==> src/rtl/alu_muldiv_ctrl.sv <==
// ALU with a multicycle shift-add multiplier and restoring divider feeding HI/LO.
// Define ALU_MULDIV_DIV_EN to build the divider and decode div/divu; otherwise they decode as illegal.
module alu_muldiv_ctrl #(
  parameter int WIDTH = 32,
  parameter int CNT_W = $clog2(WIDTH) + 1
) (
  input  logic             clk,
  input  logic             rst_n,
  input  logic             start,
  input  logic [1:0]       aluop,
  input  logic [5:0]       opcode,
  input  logic [5:0]       funct,
  input  logic [WIDTH-1:0] a,
  input  logic [WIDTH-1:0] b,
  output logic [WIDTH-1:0] result,
  output logic             zero,
  output logic [WIDTH-1:0] hi,
  output logic [WIDTH-1:0] lo,
  output logic             busy,
  output logic             done,
  output logic             illegal
);

  typedef enum logic [1:0] {S_IDLE, S_RUN, S_FIX} state_t;
  typedef enum logic [3:0] {
    OP_ADD, OP_SUB, OP_AND, OP_OR, OP_SLT, OP_MFHI, OP_MFLO,
    OP_MULT, OP_MULTU, OP_DIV, OP_DIVU, OP_ILL
  } op_t;

  state_t           state, state_nxt;
  op_t              op;
  logic [CNT_W-1:0] cnt;
  logic [WIDTH-1:0] acc_hi, acc_lo, opb;
  logic             neg_q;
  logic [WIDTH-1:0] alu_res;
  logic             accept, is_long, signed_op, a_neg, b_neg;
  logic [WIDTH-1:0] a_mag, b_mag;
  logic [WIDTH:0]   mul_sum;
`ifdef ALU_MULDIV_DIV_EN
  logic             is_div, neg_r;
  logic [WIDTH:0]   div_shift;
  logic [WIDTH-1:0] div_sub;
  logic             div_ge;
`endif

  // NOTE: combinational blocks assign every output a default first so no path can infer a latch.
  always_comb begin
    op = OP_ILL;
    case (aluop)
      2'b00: op = OP_ADD;
      2'b01: op = OP_SUB;
      2'b10: begin
        case (opcode)
          6'b001000: op = OP_ADD;
          6'b001100: op = OP_AND;
          6'b001101: op = OP_OR;
          6'b001010: op = OP_SLT;
          default:   op = OP_ILL;
        endcase
      end
      default: begin
        case (funct)
          6'b100000: op = OP_ADD;
          6'b100010: op = OP_SUB;
          6'b100100: op = OP_AND;
          6'b100101: op = OP_OR;
          6'b101010: op = OP_SLT;
          6'b010000: op = OP_MFHI;
          6'b010010: op = OP_MFLO;
          6'b011000: op = OP_MULT;
          6'b011001: op = OP_MULTU;
`ifdef ALU_MULDIV_DIV_EN
          6'b011010: op = OP_DIV;
          6'b011011: op = OP_DIVU;
`endif
          default:   op = OP_ILL;
        endcase
      end
    endcase
  end

  always_comb begin
    alu_res = '0;
    case (op)
      OP_ADD:  alu_res = a + b;
      OP_SUB:  alu_res = a - b;
      OP_AND:  alu_res = a & b;
      OP_OR:   alu_res = a | b;
      OP_SLT:  alu_res = {{(WIDTH-1){1'b0}}, ($signed(a) < $signed(b))};
      OP_MFHI: alu_res = hi;
      OP_MFLO: alu_res = lo;
      default: alu_res = '0;
    endcase
  end

  assign accept    = start && (state == S_IDLE);
  assign is_long   = (op == OP_MULT) || (op == OP_MULTU) || (op == OP_DIV) || (op == OP_DIVU);
  assign signed_op = (op == OP_MULT) || (op == OP_DIV);
  assign a_neg     = signed_op & a[WIDTH-1];
  assign b_neg     = signed_op & b[WIDTH-1];
  assign a_mag     = a_neg ? -a : a;
  assign b_mag     = b_neg ? -b : b;
  assign busy      = (state != S_IDLE);
  assign zero      = (result == '0);

  // Multiplier: acc_lo holds the remaining multiplier bits, product shifts in from the top.
  assign mul_sum = {1'b0, acc_hi} + (acc_lo[0] ? {1'b0, opb} : '0);
`ifdef ALU_MULDIV_DIV_EN
  // Divider: partial remainder in acc_hi, dividend bits shift out of acc_lo as quotient bits shift in.
  assign div_shift = {acc_hi, acc_lo[WIDTH-1]};
  assign div_ge    = div_shift >= {1'b0, opb};
  assign div_sub   = div_shift[WIDTH-1:0] - opb;
`endif

  always_comb begin
    state_nxt = state;
    case (state)
      S_IDLE:  if (accept && is_long) state_nxt = S_RUN;
      S_RUN:   if (cnt == CNT_W'(WIDTH-1)) state_nxt = S_FIX;
      S_FIX:   state_nxt = S_IDLE;
      default: state_nxt = S_IDLE;
    endcase
  end

  // NOTE: all sequential state uses non-blocking assignments so every register samples pre-edge values.
  always_ff @(posedge clk or negedge rst_n) begin
    if (!rst_n) state <= S_IDLE;
    else        state <= state_nxt;
  end

  always_ff @(posedge clk or negedge rst_n) begin
    if (!rst_n) begin
      cnt     <= '0;
      acc_hi  <= '0;
      acc_lo  <= '0;
      opb     <= '0;
      neg_q   <= 1'b0;
      result  <= '0;
      hi      <= '0;
      lo      <= '0;
      done    <= 1'b0;
      illegal <= 1'b0;
`ifdef ALU_MULDIV_DIV_EN
      is_div  <= 1'b0;
      neg_r   <= 1'b0;
`endif
    end else begin
      done    <= 1'b0;
      illegal <= 1'b0;
      case (state)
        S_IDLE: begin
          if (accept) begin
            if (op == OP_ILL) begin
              done    <= 1'b1;
              illegal <= 1'b1;
            end else if (is_long) begin
              cnt    <= '0;
              acc_hi <= '0;
              acc_lo <= a_mag;
              opb    <= b_mag;
              neg_q  <= a_neg ^ b_neg;
`ifdef ALU_MULDIV_DIV_EN
              is_div <= (op == OP_DIV) || (op == OP_DIVU);
              neg_r  <= a_neg;
`endif
            end else begin
              result <= alu_res;
              done   <= 1'b1;
            end
          end
        end
        S_RUN: begin
          cnt <= cnt + CNT_W'(1);
`ifdef ALU_MULDIV_DIV_EN
          if (is_div) begin
            acc_hi <= div_ge ? div_sub : div_shift[WIDTH-1:0];
            acc_lo <= {acc_lo[WIDTH-2:0], div_ge};
          end else
`endif
          begin
            acc_hi <= mul_sum[WIDTH:1];
            acc_lo <= {mul_sum[0], acc_lo[WIDTH-1:1]};
          end
        end
        S_FIX: begin
          done <= 1'b1;
`ifdef ALU_MULDIV_DIV_EN
          if (is_div) begin
            // Zero divisor: remainder magnitude is |a|, so sign-correcting it restores a exactly.
            hi <= neg_r ? -acc_hi : acc_hi;
            if (opb == '0) lo <= '1;
            else           lo <= neg_q ? -acc_lo : acc_lo;
          end else
`endif
          begin
            {hi, lo} <= neg_q ? -{acc_hi, acc_lo} : {acc_hi, acc_lo};
          end
        end
        default: ;
      endcase
    end
  end

endmodule

==> config.mk <==
export PLATFORM = sky130hd
export DESIGN_NAME = alu_muldiv_ctrl
export DESIGN_NICKNAME = d
export VERILOG_FILES = /design/src/rtl/alu_muldiv_ctrl.sv
export SDC_FILE = /design/constraint.sdc
export NUM_CORES = 1
export LEC_CHECK = 0
export CORE_ASPECT_RATIO = 1.4
export CORE_MARGIN = 10
export CORE_UTILIZATION = 35
export DETAILED_ROUTE_END_ITERATION = 16
export SLEW_MARGIN = 30
export SYNTH_ARGS = -nofsm -noshare
export SYNTH_HDL_FRONTEND = slang
export SYNTH_SLANG_ARGS = --single-unit
==> constraint.sdc <==
create_clock -name clk -period 3.7 [get_ports clk]
set_input_delay 1.11 -clock clk [delete_from_list [all_inputs] [get_ports clk]]
set_output_delay 1.11 -clock clk [all_outputs]
set_load 0.005 [all_outputs]
# ---- Word level (Yosys, flattened, before mapping)
# Cells that the tools add are included.
dict set report op_classes {
  n_mul 0
  addsub 7
  bitwise_logic 7
  muxes 30
  n_lt_le_gt_ge 1
  eq_ne 34
  div_mod_pow 0
  n_reduce_logical 16
  n_shift 0
}
# cell count
set op_table {}
lappend op_table {{32-bit two-way mux} 9}
lappend op_table {{32-bit one-hot mux with 7 select lines} 1}
lappend op_table {{32-bit one-hot mux with 2 select lines} 2}
lappend op_table {{64-bit two-way mux} 1}
lappend op_table {{32-bit negator} 2}
lappend op_table {{64-bit negator} 1}
lappend op_table {{4-bit one-hot mux with 9 select lines} 1}
lappend op_table {{32-bit by 32-bit adder with 33-bit output} 1}
lappend op_table {{32-bit adder} 1}
lappend op_table {{32-bit AND} 1}
lappend op_table {{32-bit logical NOT} 1}
lappend op_table {{32-bit less-than comparator} 1}
lappend op_table {{32-bit bitwise OR} 1}
lappend op_table {{32-bit subtractor} 1}
lappend op_table {{6-bit by 5-bit equality test with 1-bit output (second input constant)} 5}
lappend op_table {{6-bit equality test (second input constant)} 5}
lappend op_table {{6-bit by 4-bit equality test with 1-bit output (second input constant)} 4}
lappend op_table {{6-bit two-way mux} 3}
lappend op_table {{4-bit by 3-bit equality test with 1-bit output (second input constant)} 4}
lappend op_table {{4-bit equality test (second input constant)} 4}
lappend op_table {{4-bit one-hot mux with 4 select lines} 1}
lappend op_table {{4-bit one-hot mux with 3 select lines} 1}
lappend op_table {{6-bit one-hot mux with 2 select lines} 1}
lappend op_table {{4-bit AND reduction} 3}
lappend op_table {{20 further kinds} 40}
dict set report word_totals {
  word_cells 106
  mem_bits_ro 0
  register_bits 203
  mem_count 0
  latchBits 0
  out_inout_bits 100
  mem_bits_rw 0
}

# ---- Depth between registers and ports, before layout
dict set report depth {
  ltp_word 11
  depth_mapped 15
}

# ---- Least setup slack after synthesis
# No wires, ideal clock.
dict set report synth_timing {
  path_kind {input -> register}
  from {input a[0]}
  to {register result[30]}
  setup_slack_ps -204
  cell_stages 13
  t_arrival_ps 3777
  n_path_buf 0
  path_cell_list {inv_1 -> ha_1 -> fa_1 -> o21bai_1 -> a221oi_1 -> nand3b_1 -> a2111oi_2 -> a2111oi_0 -> o311ai_1 -> nand2_1 -> a41oi_1 -> nor2_1 -> o32a_1}
}
dict set report synth_via {
  elab_chain_len 2
  elab_cells_between_ends 3
  cone_classes {add/sub (2); mux (1)}
}
# item line
set synth_lines {}
lappend synth_lines {{start, declared} 13} ;# input logic [WIDTH-1:0] a,
lappend synth_lines {{32-bit subtractor / 32-bit adder (equally long branches)} {86, 85}}
lappend synth_lines {{32-bit one-hot mux with 7 select lines (*)} 84} ;# case (op)
lappend synth_lines {{end signal, assigned} 167} ;# result <= alu_res;
lappend synth_lines {{end, declared} 15} ;# output logic [WIDTH-1:0] result,
# Mark *: on every way between the ends. The rest lies on a longest branch, timed or not.
# A chain may end at the register's enable or synchronous reset.

# ---- Worst setup path after layout
dict set report layout_timing {
  from {input funct[0]}
  to {register result[31]}
}
dict set report layout_via {
  elab_chain_len 9
  elab_cells_between_ends 30
  cone_classes {eq/ne (20); mux (3); bitwise (2); reduce/logical (5)}
}
# item line
set layout_lines {}
lappend layout_lines {{start, declared} 12} ;# input logic [5:0] funct,
lappend layout_lines {{6-bit by 5-bit equality test with 1-bit output / 6-bit equality test (equally long branches)} 62} ;# case (funct)
lappend layout_lines {{4-bit one-hot mux with 9 select lines (*)} 62}
lappend layout_lines {{4-bit one-hot mux with 3 select lines (*)} 49} ;# case (aluop)
lappend layout_lines {{4-bit by 3-bit equality test with 1-bit output / 4-bit equality test (equally long branches)} 97} ;# assign is_long = (op == OP_MULT) || (op == OP_MULTU) || (op == OP_DIV) || (op == OP_DIVU);
lappend layout_lines {{1-bit logical OR (3 in series)} 97}
lappend layout_lines {{1-bit NOT (no source line)} --}
lappend layout_lines {{4-bit AND reduction (no source line)} --}
# Marks and branches as above.

==> metrics.cfg <==
[synthesis]
synthesized_cell_area_sq_mm = 0.01679
syn_avg_cell_area_sq_um = 8.101
ys_seq_elements = 203
ys_seq_area_share_pct = 30.25
cell_with_the_most_instances_after_synthesis = sky130_fd_sc_hd__nand2_1
ys_dominant_reg_cell = sky130_fd_sc_hd__dfrtp_1
synthDominantAreaCellType = sky130_fd_sc_hd__dfrtp_1
postSynthNetCount = 2289
area_share_of_the_largest_cell_type_after_synthesis_pct = 30.25
ys_top_cells_by_count = sky130_fd_sc_hd__nand2_1, sky130_fd_sc_hd__o21ai_0, sky130_fd_sc_hd__dfrtp_1
netlist_instances = 2073
synth.top_cells.by_area = sky130_fd_sc_hd__dfrtp_1, sky130_fd_sc_hd__ha_1, sky130_fd_sc_hd__o21ai_0, sky130_fd_sc_hd__nand2_1, sky130_fd_sc_hd__xnor2_1
synthDistinctLibCells = 87
synth_edf_count = 0
synthesis.yosys.warnings = 0
ys_async_sr_fraction_pct = 100.0

[timing]
rsz0062_at_grt = true
timing.final.max_slew_violations = 0
final.setup.worst_slack_ns = 0.02177
finalCriticalPeriod_ns = 3.678
max_clock_freq_mhz = 271.9
final.period_utilization_pct = 99.41
worst_slew_margin_rel_pct = 41.23
timing_hold_violations_final = 0
timing.clock.skew_ns = 0.01204
setup_viol = 0
worstMarginPinSlew_ns = 0.8797

[clock_network]
cts.hold.buffers_added = 0
cts_inserted_buffers = 23
cts_tree = done
cts_root_buf = sky130_fd_sc_hd__clkbuf_16
clk-insertion-delay-late_ns = 0.54
cts_max_path_buffers = 3
cts.htree.levels = 1
clk_pin_slew_ns = 0.06
clkSinkCount = 203

[placement]
dp_hpwl_mm = 62.12
total_placed_cells_including_tap_cells = 3215
placed_area_sq_mm = 0.02258
gpl.final_weighted_congestion = 1.024
post-place-ws_ns = -1.021
place.port_buffers = 180

[critical_path]
cp-end-kind = flip-flop
r2r-end = acc_hi[27]$_DFFE_PN0P_
timing.critical_path.arrival_ns = 4.10
reg2reg_from = acc_lo[0]$_DFFE_PN0P_
timing.critical_path.from_type = primary input
rr_worst_depth = 14
critical_path_required_ns = 4.12
critical_path_class = primary input to flip-flop
maximum_fanout_count_along_the_critical_path = 6
reg2reg_setup_slack_ns = 0.24

[finish]
synthToLayoutAreaGrowth_pct = 45.09
drive_gt1_share_pct = 25.14
finalNonFillerCells = 3277
design.final.nets = 2853
antenna_cells = 0
fin_area_sq_mm = 0.02436

[power]
seq_power_share_pct = 33.3
worst_ir_drop_vdd_mv = 0.3077
clock_network_fraction_of_total_power_pct = 25.0
switching_share_pct = 38.25
p_switching_uw = 4028
power_report.internal_total_uw = 6503
combinationalPowerShare_pct = 41.7
power_density_mw_per_mm2 = 432.2
static-leakage-power_uw = 0.01081
total_power_uw = 10530

[drt]
avgRoutedWirePerCell_um = 23.02
dr.first_iter.drc_count = 1463
wl_mm = 75.43
first_pass_iters = 6
vias_per_cell = 5.489
detail_route.drc_violations = 0
dr_total_vias = 17990
drt.antenna.violating_nets = 0

[die]
die_area_sq_mm = 0.05726
dieHeight_um = 279.2
top_level_ports = 181
floorplan.initialDensity_pct = 35.52
rows = 94
coreArea_sq_mm = 0.04728
die_width_um = 205.1

[global_route]
grt_pass1_wl_mm = 112.1
grt_overflow_total = 0
antenna_violations_before_repair = 0
first_global_vias = 17920
grt_max_degree = 75
grt_usage_pct = 25.36

[min_path]
holdCritPathClass = primary input to async pin

[job]
max_cap_violations = 0

[outcome]
run_status = finished, final reports clean

-- cell families (layout without fill, tap and decap cells) --
| family | after synthesis | after routing | share of synthesized area [%] |
|---|---|---|---|
| compound gates | 685 | 685 | 26.29 |
| simple gates | 638 | 638 | 18.17 |
| buf+inv | 226 | 806 | 5.298 |
| flops | 203 | 203 | 30.25 |
| xor+xnor | 175 | 175 | 9.127 |
| fa+ha+maj | 135 | 135 | 10.19 |
| mux | 11 | 11 | 0.6632 |
-- area by class of cell --
| type | count | area [sq um] |
|---|---|---|
| fill | 4559 | 22920 |
| multi-input combinational | 1644 | 11650 |
| timing repair buffer | 650 | 5558 |
| sequential | 203 | 5081 |
| tap | 624 | 780.7 |
| clock buffer | 32 | 679.4 |
| inverter | 115 | 434.2 |
| clock inverter | 9 | 181.4 |
-- worst max-delay path by stage --
| stage | start | to | slack (ns) | cells past startpoint |
|---|---|---|---|---|
| floorplan | a[0] | result[30]$_DFFE_PN0P_ | 0.005 | 13 |
| global route | funct[1] | result[31]$_DFFE_PN0P_ | -0.05 | 14 |
| detailed placement | a[1] | result[31]$_DFFE_PN0P_ | -1.02 | 14 |
| finish | funct[0] | result[31]$_DFFE_PN0P_ | 0.02 | 12 |
| CTS | a[8] | result[30]$_DFFE_PN0P_ | 0.0001 | 15 |
| global placement | a[14] | result[24]$_DFFE_PN0P_ | -1.12 | 16 |
-- critical path, stage by stage --
cell and delay, ns:
sky130_fd_sc_hd__clkdlybuf4s50_1 0.53, sky130_fd_sc_hd__and3b_1 0.17, sky130_fd_sc_hd__a21oi_1 0.04, sky130_fd_sc_hd__or4_4 0.44
sky130_fd_sc_hd__a41o_4 0.26, sky130_fd_sc_hd__buf_4 0.19, sky130_fd_sc_hd__and4_1 0.21, sky130_fd_sc_hd__buf_4 0.17
sky130_fd_sc_hd__a2bb2oi_1 0.16, sky130_fd_sc_hd__o211ai_1 0.21, sky130_fd_sc_hd__a311o_1 0.38, sky130_fd_sc_hd__o221a_2 0.23
-- routing by layer --
metal	GRT usage (%)	vias to the layer above	wire length (um)
met5	0	-	0
met4	6.913	0	2086
met3	2.944	101	4297
met2	43.04	571	36230
met1	33.21	8740	32820
li1	-	8574	-
-- cell usage in the layout (no fill, tap or decap), types with 47 or more instances in the layout --
| master | synthesis | final |
|---|---|---|
| sky130_fd_sc_hd__a21oi_1 | 115 | 103 |
| sky130_fd_sc_hd__o21ai_0 | 239 | 231 |
| sky130_fd_sc_hd__ha_1 | 132 | 109 |
| sky130_fd_sc_hd__inv_1 | 114 | 90 |
| sky130_fd_sc_hd__a22oi_1 | 47 | 47 |
| sky130_fd_sc_hd__nand2_1 | 265 | 262 |
| sky130_fd_sc_hd__clkdlybuf4s50_1 | 0 | 144 |
| sky130_fd_sc_hd__xor2_1 | 76 | 76 |
| sky130_fd_sc_hd__nor2_1 | 124 | 118 |
| sky130_fd_sc_hd__xnor2_1 | 99 | 99 |
| sky130_fd_sc_hd__dfrtp_1 | 203 | 202 |
| sky130_fd_sc_hd__buf_4 | 0 | 452 |
-- flip-flops by register name (all words and copies together) (netlist names), 2 cells and up --
register and count:
acc_lo 32, hi 32, result 32, lo 32
acc_hi 32, state 2, opb 32, cnt 6
-- through the flow --
step	hold WS (ns)	TNS (ns)	utilization (%)
global placement	0.4591	-59.70	47.75
floorplan	0.4376	0	-
global route	0.5026	-0.09239	51.53
CTS	0.4783	0	50.48
detailed placement	0.4600	-65.22	47.75
finish	0.4771	0	51.53
-- timing repair --
action                                  CTS  global route
cloned                                    0             1
gates resized for setup                 107           102
endpoints found under the setup margin   21           100
pin swaps                                23            42
buffers inserted                          3            18
-- power groups by stage --
stage,clock (uW),sequential (uW),combinational (uW)
after global routing,2760,3600,4830
after CTS,2680,3500,4320
after detailed placement,0,3530,4230
final,2640,3500,4390
after floorplan,0,3320,2390
after global placement,0,3500,4170
Power figures use the tool's default switching activity.
